**src/rtl/alu_system_pkg.sv**
```systemverilog
// Shared constants and types for the teaching-CPU datapath: register op
// codes, ALU opcodes, source-mux encodings and the ARF read-port picker.
package alu_system_pkg;

    localparam int DATA_W    = 8;
    localparam int MEM_DEPTH = 256;
    localparam int MSB       = DATA_W - 1;
    localparam int IR_W      = 2 * DATA_W;

    // Register operations shared by RF, ARF and IR
    localparam logic [1:0] FUN_DEC  = 2'b00;
    localparam logic [1:0] FUN_INC  = 2'b01;
    localparam logic [1:0] FUN_LOAD = 2'b10;
    localparam logic [1:0] FUN_CLR  = 2'b11;

    typedef enum logic [3:0] {
        ALU_PASS_A = 4'h0,
        ALU_PASS_B = 4'h1,
        ALU_NOT_A  = 4'h2,
        ALU_NOT_B  = 4'h3,
        ALU_ADD    = 4'h4,
        ALU_SUB    = 4'h5,
        ALU_CMP    = 4'h6,
        ALU_AND    = 4'h7,
        ALU_OR     = 4'h8,
        ALU_NAND   = 4'h9,
        ALU_XOR    = 4'hA,
        ALU_LSL    = 4'hB,
        ALU_LSR    = 4'hC,
        ALU_ASL    = 4'hD,
        ALU_ASR    = 4'hE,
        ALU_CSR    = 4'hF
    } aluOp_t;

    // MuxA / MuxB source encodings
    localparam logic [1:0] MUX_ALU  = 2'b00;
    localparam logic [1:0] MUX_MEM  = 2'b01;
    localparam logic [1:0] MUX_IR   = 2'b10;
    localparam logic [1:0] MUX_ARFC = 2'b11;

    // MuxC source encodings
    localparam logic MUXC_AOUT = 1'b0;
    localparam logic MUXC_ARFC = 1'b1;

    // ARF read-port encodings; both 00 and 01 read PC
    localparam logic [1:0] ARF_SEL_PC     = 2'b00;
    localparam logic [1:0] ARF_SEL_PC_ALT = 2'b01;
    localparam logic [1:0] ARF_SEL_AR     = 2'b10;
    localparam logic [1:0] ARF_SEL_SP     = 2'b11;

    // Read-port mux shared by the COut and Address ports of the ARF
    function automatic logic [DATA_W-1:0] arfPick(
        input logic [1:0]        sel,
        input logic [DATA_W-1:0] pc,
        input logic [DATA_W-1:0] ar,
        input logic [DATA_W-1:0] sp
    );
        logic [DATA_W-1:0] res;
        res = pc;
        case (sel)
            ARF_SEL_PC, ARF_SEL_PC_ALT: res = pc;
            ARF_SEL_AR:                 res = ar;
            ARF_SEL_SP:                 res = sp;
            default:                    res = pc;
        endcase
        return res;
    endfunction

endpackage

```
**src/rtl/alu_system_if.sv**
```systemverilog
// Control selects and observation taps of the datapath. The master side is
// the testbench or a future control unit; the datapath is the slave.
interface alu_system_if;
    import alu_system_pkg::*;

    logic [1:0]        RF_OutASel;
    logic [1:0]        RF_OutBSel;
    logic [1:0]        RF_FunSel;
    logic [3:0]        RF_RegSel;
    logic [3:0]        ALU_FunSel;
    logic [1:0]        ARF_OutCSel;
    logic [1:0]        ARF_OutDSel;
    logic [1:0]        ARF_FunSel;
    logic [2:0]        ARF_RegSel;
    logic              IR_LH;
    logic              IR_Enable;
    logic [1:0]        IR_Funsel;
    logic              Mem_WR;
    logic              Mem_CS;
    logic [1:0]        MuxASel;
    logic [1:0]        MuxBSel;
    logic              MuxCSel;

    logic [DATA_W-1:0] AOut;
    logic [DATA_W-1:0] BOut;
    logic [DATA_W-1:0] ALUOut;
    logic [DATA_W-1:0] ARF_COut;
    logic [DATA_W-1:0] Address;
    logic [DATA_W-1:0] MemoryOut;
    logic [DATA_W-1:0] MuxAOut;
    logic [DATA_W-1:0] MuxBOut;
    logic [DATA_W-1:0] MuxCOut;
    logic [3:0]        ALUOutFlag;
    logic [IR_W-1:0]   IROut;

    modport master (
        output RF_OutASel, RF_OutBSel, RF_FunSel, RF_RegSel, ALU_FunSel,
               ARF_OutCSel, ARF_OutDSel, ARF_FunSel, ARF_RegSel,
               IR_LH, IR_Enable, IR_Funsel, Mem_WR, Mem_CS,
               MuxASel, MuxBSel, MuxCSel,
        input  AOut, BOut, ALUOut, ARF_COut, Address, MemoryOut,
               MuxAOut, MuxBOut, MuxCOut, ALUOutFlag, IROut
    );

    modport slave (
        input  RF_OutASel, RF_OutBSel, RF_FunSel, RF_RegSel, ALU_FunSel,
               ARF_OutCSel, ARF_OutDSel, ARF_FunSel, ARF_RegSel,
               IR_LH, IR_Enable, IR_Funsel, Mem_WR, Mem_CS,
               MuxASel, MuxBSel, MuxCSel,
        output AOut, BOut, ALUOut, ARF_COut, Address, MemoryOut,
               MuxAOut, MuxBOut, MuxCOut, ALUOutFlag, IROut
    );

endinterface

```
**src/rtl/alu_system_nbit_reg.sv**
```systemverilog
// Generic N-bit register with decrement / increment / load / clear.
// Holds when E is low; Reset clears it immediately.
module nbit_reg
    import alu_system_pkg::*;
#(
    parameter int N = 8
) (
    input  logic         Clock,
    input  logic         Reset,
    input  logic         E,
    input  logic [1:0]   FunSel,
    input  logic [N-1:0] I,
    output logic [N-1:0] Q
);

    localparam logic [N-1:0] ONE = N'(1);

    // Apply the selected op on the rising edge while enabled
    always_ff @(posedge Clock or posedge Reset) begin
        if (Reset) begin
            Q <= '0;
        end else if (E) begin
            case (FunSel)
                FUN_DEC:  Q <= Q - ONE;
                FUN_INC:  Q <= Q + ONE;
                FUN_LOAD: Q <= I;
                FUN_CLR:  Q <= '0;
                default:  Q <= Q;
            endcase
        end
    end

endmodule

```
**src/rtl/alu_system.sv**
```systemverilog
// Datapath top: general register file R1-R4, address registers PC/AR/SP,
// 16-bit IR, 8-bit ALU with registered flags, 256x8 memory and source muxes.
// Every control input is a raw select; there is no sequencer here.
module alu_system
    import alu_system_pkg::*;
(
    input logic         Clock,
    input logic         Reset,
    alu_system_if.slave bus
);

    logic [DATA_W-1:0] rfQ  [4];
    logic [DATA_W-1:0] arfQ [3];
    logic [IR_W-1:0]   irQ;
    logic [IR_W-1:0]   irIn;

    logic [DATA_W-1:0] aOut;
    logic [DATA_W-1:0] bOut;
    logic [DATA_W-1:0] arfCOut;
    logic [DATA_W-1:0] address;
    logic [DATA_W-1:0] memOut;
    logic [DATA_W-1:0] muxAOut;
    logic [DATA_W-1:0] muxBOut;
    logic [DATA_W-1:0] muxCOut;

    logic [DATA_W-1:0] aluA;
    logic [DATA_W-1:0] aluB;
    logic [DATA_W-1:0] aluRes;
    logic [DATA_W:0]   addSum;
    logic [DATA_W:0]   subSum;
    logic              addOver;
    logic              subOver;
    logic              carryNext;
    logic              overNext;
    aluOp_t            aluOp;

    logic              flagZ;
    logic              flagC;
    logic              flagN;
    logic              flagO;

    logic [DATA_W-1:0] mem [MEM_DEPTH];

    // General registers: RF_RegSel bit3 enables R1 down to bit0 for R4
    for (genvar g = 0; g < 4; g++) begin : gRf
        nbit_reg #(.N(DATA_W)) uReg (
            .Clock  (Clock),
            .Reset  (Reset),
            .E      (~bus.RF_RegSel[3-g]),
            .FunSel (bus.RF_FunSel),
            .I      (muxAOut),
            .Q      (rfQ[g])
        );
    end

    // Address registers: index 0 PC, 1 AR, 2 SP; ARF_RegSel bit2 is PC
    for (genvar g = 0; g < 3; g++) begin : gArf
        nbit_reg #(.N(DATA_W)) uReg (
            .Clock  (Clock),
            .Reset  (Reset),
            .E      (~bus.ARF_RegSel[2-g]),
            .FunSel (bus.ARF_FunSel),
            .I      (muxBOut),
            .Q      (arfQ[g])
        );
    end

    // IR load replaces only the chosen byte; inc/dec/clear span all 16 bits
    assign irIn = bus.IR_LH ? {memOut, irQ[DATA_W-1:0]}
                            : {irQ[IR_W-1:DATA_W], memOut};

    nbit_reg #(.N(IR_W)) uIr (
        .Clock  (Clock),
        .Reset  (Reset),
        .E      (bus.IR_Enable),
        .FunSel (bus.IR_Funsel),
        .I      (irIn),
        .Q      (irQ)
    );

    assign aOut    = rfQ[bus.RF_OutASel];
    assign bOut    = rfQ[bus.RF_OutBSel];
    assign arfCOut = arfPick(bus.ARF_OutCSel, arfQ[0], arfQ[1], arfQ[2]);
    assign address = arfPick(bus.ARF_OutDSel, arfQ[0], arfQ[1], arfQ[2]);

    // RF input source
    always_comb begin
        muxAOut = aluRes;
        case (bus.MuxASel)
            MUX_ALU:  muxAOut = aluRes;
            MUX_MEM:  muxAOut = memOut;
            MUX_IR:   muxAOut = irQ[DATA_W-1:0];
            MUX_ARFC: muxAOut = arfCOut;
            default:  muxAOut = aluRes;
        endcase
    end

    // ARF input source, same encoding as the RF mux
    always_comb begin
        muxBOut = aluRes;
        case (bus.MuxBSel)
            MUX_ALU:  muxBOut = aluRes;
            MUX_MEM:  muxBOut = memOut;
            MUX_IR:   muxBOut = irQ[DATA_W-1:0];
            MUX_ARFC: muxBOut = arfCOut;
            default:  muxBOut = aluRes;
        endcase
    end

    assign muxCOut = (bus.MuxCSel == MUXC_ARFC) ? arfCOut : aOut;

    assign aluA   = muxCOut;
    assign aluB   = bOut;
    assign aluOp  = aluOp_t'(bus.ALU_FunSel);

    // Subtraction is A + ~B + 1 so the carry-out reads as "no borrow"
    assign addSum  = {1'b0, aluA} + {1'b0, aluB};
    assign subSum  = {1'b0, aluA} + {1'b0, ~aluB} + {{DATA_W{1'b0}}, 1'b1};
    assign addOver = (aluA[MSB] == aluB[MSB]) && (addSum[MSB] != aluA[MSB]);
    assign subOver = (aluA[MSB] != aluB[MSB]) && (subSum[MSB] != aluA[MSB]);

    // ALU result plus the C/O values to latch; ops that leave C or O alone
    // feed the current flag straight back
    always_comb begin
        aluRes    = aluA;
        carryNext = flagC;
        overNext  = flagO;
        case (aluOp)
            ALU_PASS_A: aluRes = aluA;
            ALU_PASS_B: aluRes = aluB;
            ALU_NOT_A:  aluRes = ~aluA;
            ALU_NOT_B:  aluRes = ~aluB;
            ALU_ADD: begin
                aluRes    = addSum[DATA_W-1:0];
                carryNext = addSum[DATA_W];
                overNext  = addOver;
            end
            ALU_SUB, ALU_CMP: begin
                aluRes    = subSum[DATA_W-1:0];
                carryNext = subSum[DATA_W];
                overNext  = subOver;
            end
            ALU_AND:    aluRes = aluA & aluB;
            ALU_OR:     aluRes = aluA | aluB;
            ALU_NAND:   aluRes = ~(aluA & aluB);
            ALU_XOR:    aluRes = aluA ^ aluB;
            ALU_LSL: begin
                aluRes    = {aluA[MSB-1:0], 1'b0};
                carryNext = aluA[MSB];
            end
            ALU_LSR: begin
                aluRes    = {1'b0, aluA[MSB:1]};
                carryNext = aluA[0];
            end
            ALU_ASL: begin
                aluRes    = {aluA[MSB-1:0], 1'b0};
                carryNext = aluA[MSB];
                overNext  = aluA[MSB] ^ aluA[MSB-1];
            end
            ALU_ASR: begin
                aluRes    = {aluA[MSB], aluA[MSB:1]};
                carryNext = aluA[0];
            end
            ALU_CSR: begin
                aluRes    = {aluA[0], aluA[MSB:1]};
                carryNext = aluA[0];
            end
            default: aluRes = aluA;
        endcase
    end

    // Flags latch every edge with no enable
    always_ff @(posedge Clock or posedge Reset) begin
        if (Reset) begin
            flagZ <= 1'b0;
            flagC <= 1'b0;
            flagN <= 1'b0;
            flagO <= 1'b0;
        end else begin
            flagZ <= (aluRes == '0);
            flagC <= carryNext;
            flagN <= aluRes[MSB];
            flagO <= overNext;
        end
    end

    // Memory write; contents are deliberately outside the reset domain
    always_ff @(posedge Clock) begin
        if (!bus.Mem_CS && bus.Mem_WR) begin
            mem[address] <= aluRes;
        end
    end

    assign memOut = (!bus.Mem_CS && !bus.Mem_WR) ? mem[address] : '0;

    assign bus.AOut       = aOut;
    assign bus.BOut       = bOut;
    assign bus.ALUOut     = aluRes;
    assign bus.ARF_COut   = arfCOut;
    assign bus.Address    = address;
    assign bus.MemoryOut  = memOut;
    assign bus.MuxAOut    = muxAOut;
    assign bus.MuxBOut    = muxBOut;
    assign bus.MuxCOut    = muxCOut;
    assign bus.ALUOutFlag = {flagZ, flagC, flagN, flagO};
    assign bus.IROut      = irQ;

endmodule

```
**src/flat_wrapper.sv**
```systemverilog
// flat-port wrapper written by rule: the top's interface ports become plain ports
module alu_system_flat import alu_system_pkg::*;
  (Clock, Reset, bus_RF_OutASel, bus_RF_OutBSel, bus_RF_FunSel, bus_RF_RegSel, bus_ALU_FunSel, bus_ARF_OutCSel, bus_ARF_OutDSel, bus_ARF_FunSel, bus_ARF_RegSel, bus_IR_LH, bus_IR_Enable, bus_IR_Funsel, bus_Mem_WR, bus_Mem_CS, bus_MuxASel, bus_MuxBSel, bus_MuxCSel, bus_AOut, bus_BOut, bus_ALUOut, bus_ARF_COut, bus_Address, bus_MemoryOut, bus_MuxAOut, bus_MuxBOut, bus_MuxCOut, bus_ALUOutFlag, bus_IROut);
  alu_system_if bus_i ();
  input logic Clock;
  input logic Reset;
  input wire logic [$bits(bus_i.RF_OutASel)-1:0] bus_RF_OutASel;
  input wire logic [$bits(bus_i.RF_OutBSel)-1:0] bus_RF_OutBSel;
  input wire logic [$bits(bus_i.RF_FunSel)-1:0] bus_RF_FunSel;
  input wire logic [$bits(bus_i.RF_RegSel)-1:0] bus_RF_RegSel;
  input wire logic [$bits(bus_i.ALU_FunSel)-1:0] bus_ALU_FunSel;
  input wire logic [$bits(bus_i.ARF_OutCSel)-1:0] bus_ARF_OutCSel;
  input wire logic [$bits(bus_i.ARF_OutDSel)-1:0] bus_ARF_OutDSel;
  input wire logic [$bits(bus_i.ARF_FunSel)-1:0] bus_ARF_FunSel;
  input wire logic [$bits(bus_i.ARF_RegSel)-1:0] bus_ARF_RegSel;
  input wire logic [$bits(bus_i.IR_LH)-1:0] bus_IR_LH;
  input wire logic [$bits(bus_i.IR_Enable)-1:0] bus_IR_Enable;
  input wire logic [$bits(bus_i.IR_Funsel)-1:0] bus_IR_Funsel;
  input wire logic [$bits(bus_i.Mem_WR)-1:0] bus_Mem_WR;
  input wire logic [$bits(bus_i.Mem_CS)-1:0] bus_Mem_CS;
  input wire logic [$bits(bus_i.MuxASel)-1:0] bus_MuxASel;
  input wire logic [$bits(bus_i.MuxBSel)-1:0] bus_MuxBSel;
  input wire logic [$bits(bus_i.MuxCSel)-1:0] bus_MuxCSel;
  output wire logic [$bits(bus_i.AOut)-1:0] bus_AOut;
  output wire logic [$bits(bus_i.BOut)-1:0] bus_BOut;
  output wire logic [$bits(bus_i.ALUOut)-1:0] bus_ALUOut;
  output wire logic [$bits(bus_i.ARF_COut)-1:0] bus_ARF_COut;
  output wire logic [$bits(bus_i.Address)-1:0] bus_Address;
  output wire logic [$bits(bus_i.MemoryOut)-1:0] bus_MemoryOut;
  output wire logic [$bits(bus_i.MuxAOut)-1:0] bus_MuxAOut;
  output wire logic [$bits(bus_i.MuxBOut)-1:0] bus_MuxBOut;
  output wire logic [$bits(bus_i.MuxCOut)-1:0] bus_MuxCOut;
  output wire logic [$bits(bus_i.ALUOutFlag)-1:0] bus_ALUOutFlag;
  output wire logic [$bits(bus_i.IROut)-1:0] bus_IROut;
  assign bus_i.RF_OutASel = bus_RF_OutASel;
  assign bus_i.RF_OutBSel = bus_RF_OutBSel;
  assign bus_i.RF_FunSel = bus_RF_FunSel;
  assign bus_i.RF_RegSel = bus_RF_RegSel;
  assign bus_i.ALU_FunSel = bus_ALU_FunSel;
  assign bus_i.ARF_OutCSel = bus_ARF_OutCSel;
  assign bus_i.ARF_OutDSel = bus_ARF_OutDSel;
  assign bus_i.ARF_FunSel = bus_ARF_FunSel;
  assign bus_i.ARF_RegSel = bus_ARF_RegSel;
  assign bus_i.IR_LH = bus_IR_LH;
  assign bus_i.IR_Enable = bus_IR_Enable;
  assign bus_i.IR_Funsel = bus_IR_Funsel;
  assign bus_i.Mem_WR = bus_Mem_WR;
  assign bus_i.Mem_CS = bus_Mem_CS;
  assign bus_i.MuxASel = bus_MuxASel;
  assign bus_i.MuxBSel = bus_MuxBSel;
  assign bus_i.MuxCSel = bus_MuxCSel;
  assign bus_AOut = bus_i.AOut;
  assign bus_BOut = bus_i.BOut;
  assign bus_ALUOut = bus_i.ALUOut;
  assign bus_ARF_COut = bus_i.ARF_COut;
  assign bus_Address = bus_i.Address;
  assign bus_MemoryOut = bus_i.MemoryOut;
  assign bus_MuxAOut = bus_i.MuxAOut;
  assign bus_MuxBOut = bus_i.MuxBOut;
  assign bus_MuxCOut = bus_i.MuxCOut;
  assign bus_ALUOutFlag = bus_i.ALUOutFlag;
  assign bus_IROut = bus_i.IROut;
  alu_system u_core (.Clock(Clock), .Reset(Reset), .bus(bus_i));
endmodule
```
**config.mk**
```make
export PLATFORM = sky130hd
export DESIGN_NAME = alu_system_flat
export DESIGN_NICKNAME = d
export VERILOG_FILES = /design/src/rtl/alu_system_pkg.sv /design/src/rtl/alu_system_if.sv /design/src/rtl/alu_system_nbit_reg.sv /design/src/rtl/alu_system.sv /design/src/flat_wrapper.sv
export SDC_FILE = /design/constraint.sdc
export NUM_CORES = 2
export LEC_CHECK = 0
export CAP_MARGIN = 20
export CORE_MARGIN = 10
export CORE_UTILIZATION = 24
export CTS_CLUSTER_DIAMETER = 50
export DETAILED_ROUTE_END_ITERATION = 12
export GPL_TIMING_DRIVEN = 0
export PLACE_DENSITY_LB_ADDON = 0.05
export REMOVE_ABC_BUFFERS = 1
export SYNTH_ARGS = -nofsm -noshare
export SYNTH_HDL_FRONTEND = slang
export SYNTH_SLANG_ARGS = --single-unit
```
**constraint.sdc**
```tcl
create_clock -name Clock -period 25.3 [get_ports Clock]
set_input_delay 5.06 -clock Clock [delete_from_list [all_inputs] [get_ports Clock]]
set_output_delay 5.06 -clock Clock [all_outputs]
set_load 0.02 [all_outputs]
```
; Word-level counts from Yosys, hierarchy flattened
; Memories as Yosys holds them, arrays and structs flattened.
; Cells that the tools add are included.
[classes]
mux = 26
n_eq_ne = 42
addsub = 19
reduce_logical = 24
bitwise_logic = 9
n_lt_le_gt_ge = 2
[ops]
columns = operator, count
row1 = 8-bit case mux with 4 select lines, 9
row2 = 8-bit case mux with 14 select lines, 1
row3 = 16-bit case mux with 4 select lines, 1
row4 = 8-bit by 1-bit adder with 8-bit output (second input constant), 7
row5 = 8-bit by 1-bit subtractor with 8-bit output (second input constant), 7
row6 = 8-bit 2-to-1 mux, 6
row7 = 8-bit case mux with 3 select lines, 2
row8 = 8-bit binary-select mux with 2-bit select, 2
row9 = 4-bit == test (second input constant), 8
row10 = 2-bit == test (second input constant), 14
row11 = 8-bit NOT, 3
row12 = 8-bit by 8-bit adder with 9-bit output, 2
row13 = 16-bit by 1-bit adder with 16-bit output (second input constant), 1
row14 = 4-bit by 3-bit == test with 1-bit output (second input constant), 4
row15 = 16-bit 2-to-1 mux, 1
row16 = 16-bit by 1-bit subtractor with 16-bit output (second input constant), 1
row17 = 2-bit by 1-bit == test with 1-bit output (second input constant), 7
row18 = 2-bit logical NOT, 7
row19 = 9-bit by 1-bit adder with 9-bit output (second input constant), 1
row20 = 8-bit bitwise AND, 1
row21 = 4-bit by 2-bit == test with 1-bit output (second input constant), 2
row22 = 8-bit logical NOT, 1
row23 = 8-bit OR, 1
row24 = 2-bit OR reduction, 4
row25 = 18 further kinds, 29
[word_totals]
out_inout_bits = 92
mem_count = 1
in_bits = 36
reg_bits = 76
ram_bits = 2048
elab_cells = 136
[memory_table]
columns = memory, words, width, read_ports, rd_clocked_by_memory_dff, wr, line_no
row1 = u_core.mem, 256, 8, 1, 0, 1, alu_system.sv:42  ; logic [DATA_W-1:0] mem [MEM_DEPTH];

; Longest topological paths before layout
[depth]
ltp_word = 10
depth_mapped = 20
ltp_nobuf = 17

; Hierarchy
; Synthesis repeated with hierarchy kept, for this count alone.
[unflattened]
hier_cells = 5509
hier_area_um2 = 89906.2
[modules_own_cells]
columns = module, area_per_inst_um2, seq_area_each_um2, instances, cells_per_inst
row1 = alu_system, 83550.1, 61599.1, 1, 4760
row2 = nbit_reg (u_core.gArf[0].uReg ...), 703.2, 200.2, 6, 83
row3 = nbit_reg (u_core.uIr), 1412.6, 400.4, 1, 168
row4 = nbit_reg (u_core.gRf[3].uReg), 724.4, 200.2, 1, 83

; Least setup slack after synthesis
; No wires, ideal clock.
[synth_timing]
kind = input to output
start = input port bus_RF_OutASel[0]
end = output port bus_MuxBOut[7]
required_ps = 20240
setup_slack_ps = 2142
n_path_buf = 1
cell_stages = 13
t_arrival_ps = 18098
cell_sequence = clkbuf_1 mux4_2 mux2i_1 inv_1 ha_1 o21ba_2 o21bai_1 a21oi_1 nor2_1 o41ai_1 mux2i_1 a31oi_1 mux4_2
[synth_via]
elab_chain_len = 9
word_cells_on_any_way = 15
classes_between = 3 x add/sub / 6 x mux / 6 x bitwise
[synth_rtl]
columns = item, line_no
row1 = "start, declared", flat_wrapper.sv:7  ; input wire logic [$bits(bus_i.RF_OutASel)-1:0] bus_RF_OutASel;
row2 = 2-bit NOT with 3-bit output (implied by the code) (*), alu_system.sv:81  ; assign aOut = rfQ[bus.RF_OutASel];
row3 = 8-bit binary-select mux with 2-bit select (*), alu_system.sv:81
row4 = 8-bit 2-to-1 mux (implied by the code) (*) (2 in a row), alu_system.sv:81
row5 = named net bus_AOut[1], flat_wrapper.sv:24  ; output wire logic [$bits(bus_i.AOut)-1:0] bus_AOut;
row6 = 8-bit 2-to-1 mux (*), alu_system.sv:110  ; assign muxCOut = (bus.MuxCSel == MUXC_ARFC) ? arfCOut : aOut;
row7 = named net bus_MuxCOut[1], flat_wrapper.sv:32  ; output wire logic [$bits(bus_i.MuxCOut)-1:0] bus_MuxCOut;
row8 = 8-bit by 8-bit adder with 9-bit output, alu_system.sv:118  ; assign subSum = {1'b0, aluA} + {1'b0, ~aluB} + {{DATA_W{1'b0}}, 1'b1};
row9 = 9-bit by 1-bit adder with 9-bit output, alu_system.sv:118
row10 = 8-bit case mux with 14 select lines (*), alu_system.sv:128  ; case (aluOp)
row11 = named net bus_ALUOut[7], flat_wrapper.sv:26  ; output wire logic [$bits(bus_i.ALUOut)-1:0] bus_ALUOut;
row12 = 8-bit case mux with 4 select lines (*), alu_system.sv:101  ; case (bus.MuxBSel)
row13 = "end, declared", flat_wrapper.sv:31  ; output wire logic [$bits(bus_i.MuxBOut)-1:0] bus_MuxBOut;
; The timed path passes the listed nets; every way through them passes the cells marked *. The select of a mux whose other input is x is not followed.

; Final worst setup path
[layout_timing]
start = input port bus_ARF_OutDSel[1]
end = output port bus_MuxAOut[5]
[layout_via]
elab_chain_len = 6
word_cells_on_any_way = 9
classes_between = 3 x eq/ne / 3 x mux / 2 x reduce/logical / 1 x memory
[layout_rtl]
columns = item, line_no
row1 = "start, declared", flat_wrapper.sv:13  ; input wire logic [$bits(bus_i.ARF_OutDSel)-1:0] bus_ARF_OutDSel;
row2 = 2-bit by 1-bit == test with 1-bit output or 2-bit logical NOT (tied branches), alu_system_pkg.sv:60  ; case (sel)
row3 = 2-bit OR reduction, alu_system_pkg.sv:60
row4 = 8-bit case mux with 3 select lines (*), alu_system_pkg.sv:60
row5 = memory 256 x 8 bit (*), n/a
row6 = 8-bit 2-to-1 mux (*), alu_system.sv:194  ; assign memOut = (!bus.Mem_CS && !bus.Mem_WR) ? mem[address] : '0;
row7 = 8-bit case mux with 4 select lines (*), alu_system.sv:89  ; case (bus.MuxASel)
row8 = "end, declared", flat_wrapper.sv:30  ; output wire logic [$bits(bus_i.MuxAOut)-1:0] bus_MuxAOut;
; Mark *: on every way between the ends. The rest lies on a longest branch, timed or not.

==> metrics.json <==
{
  "number_of_h_tree_branching_levels": 5,
  "post_place_worst_slack_ps": 6520,
  "grt_max_degree": 145,
  "synth.distinct_cells": 90,
  "cts_tree": "yes",
  "cp_top_family": "buffers and inverters",
  "crit_path_frequent_cell": "buf_16",
  "number_of_hold_buffers_added_after_cts": 0,
  "synth_top_area_share_pct": 68.6,
  "result_of_the_run": "finished, final reports clean",
  "critical-path-max-stage-delay_ps": 1080,
  "hold_path.class": "reg -> reg",
  "maxSlewHeadroom_pct": 17.3,
  "setup-violations-final": 0,
  "place.detailed.hpwl_um": 246000,
  "grt_overflow_total": 0,
  "fin_setup_tns_ps": 0,
  "post_synth_edffs": 2048,
  "crit_slowest_cell": "clkdlybuf4s50_1",
  "synth-seq-area-share_pct": 70.7,
  "synth.area.top_cells": "edfxtp_1 69%, mux4_2 6.8%, nand2_1 3.8%, dfrtp_1 2.1%, nand3_1 2.0%",
  "drt_first_pass_iters": 5,
  "wire_length_of_the_first_global_routing_pass_um": 505000,
  "boundary_pins": 128,
  "dieArea_um2": 398000,
  "timing.final.max_slew_violations": 0,
  "timing.max_cap.violations": 0,
  "cts.sinks": 2124,
  "routed_length_per_placed_instance_um": 32.6,
  "power.density_cell_area_nw_per_um2": 112,
  "layout_common_cells": "2,048 x edfxtp_1, 881 x nand2_1, 354 x nor2_1",
  "ys_async_sr_fraction_pct": 3.58,
  "drc": 0,
  "total_routed_length_um": 374000,
  "netlist_area_um2": 89600,
  "fp-row-count": 224,
  "cp.arrival_ps": 13490,
  "synth_seq_cells": 2124,
  "ant_nets": 0,
  "area_growth_from_synthesis_to_layout_pct": 24.3,
  "path_buf_inv": 9,
  "initial_util_pct": 24.1,
  "clkLatencyLatePin_ps": 960,
  "filler_cell_count": 37100,
  "clock_tree.buffer_depth": 4,
  "nNetsFinal": 6343,
  "post_cts_buffers": 0,
  "floorplan.die.height_um": 631,
  "die_w_um": 631,
  "final_critical_path_share_of_the_clock_period_pct": 73.3,
  "fp.coreArea_um2": 372000,
  "synth.yosys.warnings": 0,
  "grt_antenna_before_repair": 28,
  "drive_gt1_share_pct": 17.6,
  "path_max_fanout": 93,
  "dr.first_iter.drc_count": 4403,
  "worstMarginPinSlew_ps": 1230,
  "postLayoutSetupSlackWorst_ps": 6750,
  "finClkSkew_ps": 71.4,
  "clock-root-buffer": "clkbuf_16",
  "port_buffers": 127,
  "rsz0062_at_grt": "no",
  "clk_pin_slew_ps": 50,
  "globalplace.congestion": 0.728,
  "report.final.hold_viol_count": 0,
  "timing.setup.critical_path_class": "in -> out",
  "post_cts.resized_instances": 0,
  "synth_flop_cell": "edfxtp_1",
  "timing.critical_path.required_ps": 20240,
  "cp-start-kind": "primary input",
  "track_usage_pct": 18.2,
  "first_global_vias": 55000,
  "peakVddDrop_v": 0.0000619,
  "hold_worst_slack_ps": 535,
  "vias_per_cell": 4.79,
  "synth_top_cell_by_area": "edfxtp_1",
  "number_of_instances_in_the_synthesized_netlist": 5904,
  "count_of_vias_placed_by_the_detailed_router": 55000,
  "synth.avg_cell_area_um2": 15.2,
  "min_period_ps": 18550,
  "static-leakage-power_nw": 36.6,
  "final_common_cell": "edfxtp_1",
  "worstSetupEndpointType": "output port",
  "fmax_mhz": 53.9,
  "critical_path.cell_chain": "clkdlybuf4s50_1 -> nor2_1 -> a21o_4 -> inv_16 -> buf_16 -> buf_16 -> buf_16 -> nor2_4 -> buf_12 -> a32oi_1 -> a211oi_1 -> buf_4 -> a31oi_1 -> o211a_1 -> nand4_1 -> a21oi_1 -> buf_4 -> mux4_2 -> clkdlybuf4s50_1",
  "cts_buffers": 343
}
tightest hold or removal path, cell delays in order, from the launching register on:
cell and delay, ps:
dfrtp_1 380, nand2_1 60, o21ai_0 70
Yosys cell counts (all sizes together), types with 24 or more instances:
library cell  count
clkbuf          134
mux2i           120
nor2            378
edfxtp         2048
a22oi            71
nand3           354
mux4            283
xor2             24
nor4             24
inv              78
xnor2            35
a221oi           90
a211oi           44
nand2           901
a21oi           144
nand4            55
buf             239
o21ai            96
a21o             24
nor3             52
dfrtp            76
o22ai            24
nor2b            87
o21bai           24
a31oi           100
and3             25
nand2b           25
a32oi            44
ha               82
stage by stage:
step | power (mW) | area (µm²) | std cells | util, %
detailed placement | 7.90 | 99800 | 10800 | 26.8
floorplan | 6.19 | 87500 | 5530 | -
CTS | 12.7 | 111000 | 11500 | 29.9
finish | 12.5 | 111000 | 11500 | 29.9
global placement | 8.14 | 95000 | 10600 | 25.5
global route | 13.0 | 111000 | 11500 | 29.9
registers in the layout, summed over array words and instances (netlist names):
| name | cells |
|---|---|
| u_core.uIr.Q | 16 |
| u_core.flagZ | 1 |
| u_core.flagO | 1 |
| u_core.mem | 2048 |
| u_core.gRf.uReg.Q | 32 |
| u_core.gArf.uReg.Q | 24 |
| u_core.flagN | 1 |
| u_core.flagC | 1 |
final cells by class:
class / count / area [µm²] / share of cell area [%]
Multi-Input combinational cell: 3323 / 24300 / 21.8
Clock inverter: 233 / 2550 / 2.29
Inverter: 83 / 359 / 0.322
Clock buffer: 395 / 8890 / 7.99
Timing Repair Buffer: 340 / 5610 / 5.04
Sequential cell: 2124 / 63400 / 56.9
Antenna cell: 12 / 30.0 / 0.0270
Tap cell: 4972 / 6220 / 5.59
per-layer routing:
layer  GRT usage (%)  vias to the layer above  share of wire (%)
met5               0                        -                  0
met4            3.81                        0                2.0
met3            2.71                      393                4.7
met2            29.3                     1511                 46
met1            25.9                    29300                 47
li1                -                    23800                  -
report_power, final:
part,total [mW],internal (mW),switching (mW)
logic,3.32,1.04,2.28
registers,4.45,4.39,0.0622
clock network,4.74,2.91,1.83
total,12.5,8.34,4.17
worst paths after layout:
check                                         startpoint                  endpoint  slack [ps]  cells after the start
max in group asynchronous                          Reset   u_core.gRf[2].uReg.Q[7]       20060                      3
worst max register to register  u_core.gArf[2].uReg.Q[0]   u_core.gRf[3].uReg.Q[4]       17640                     15
worst min-delay path                     u_core.uIr.Q[8]           u_core.uIr.Q[8]         530                      2
worst max-delay path                  bus_ARF_OutDSel[1]            bus_MuxAOut[5]        6750                     19
min in group asynchronous                          Reset  u_core.gArf[0].uReg.Q[4]        4520                      2
worst min register to register           u_core.uIr.Q[8]           u_core.uIr.Q[8]         530                      2
kinds of logic (layout without fill, tap and decap cells):
logic type               Yosys count  count (layout)  synth area share, %
AO/OA/AOI/OAI                    815             815                 6.42
multiplexers                     418             418                 8.70
buffers and inverters            457            1051                 2.74
XOR/XNOR                          59              59                0.577
flip-flops                      2124            2124                 70.7
other                              0              12                    0
adder cells (fa/ha/maj)           92              92                 1.37
AND/OR/NAND/NOR                 1939            1939                 9.46
Note: power is estimated with default switching activity, not from simulation.
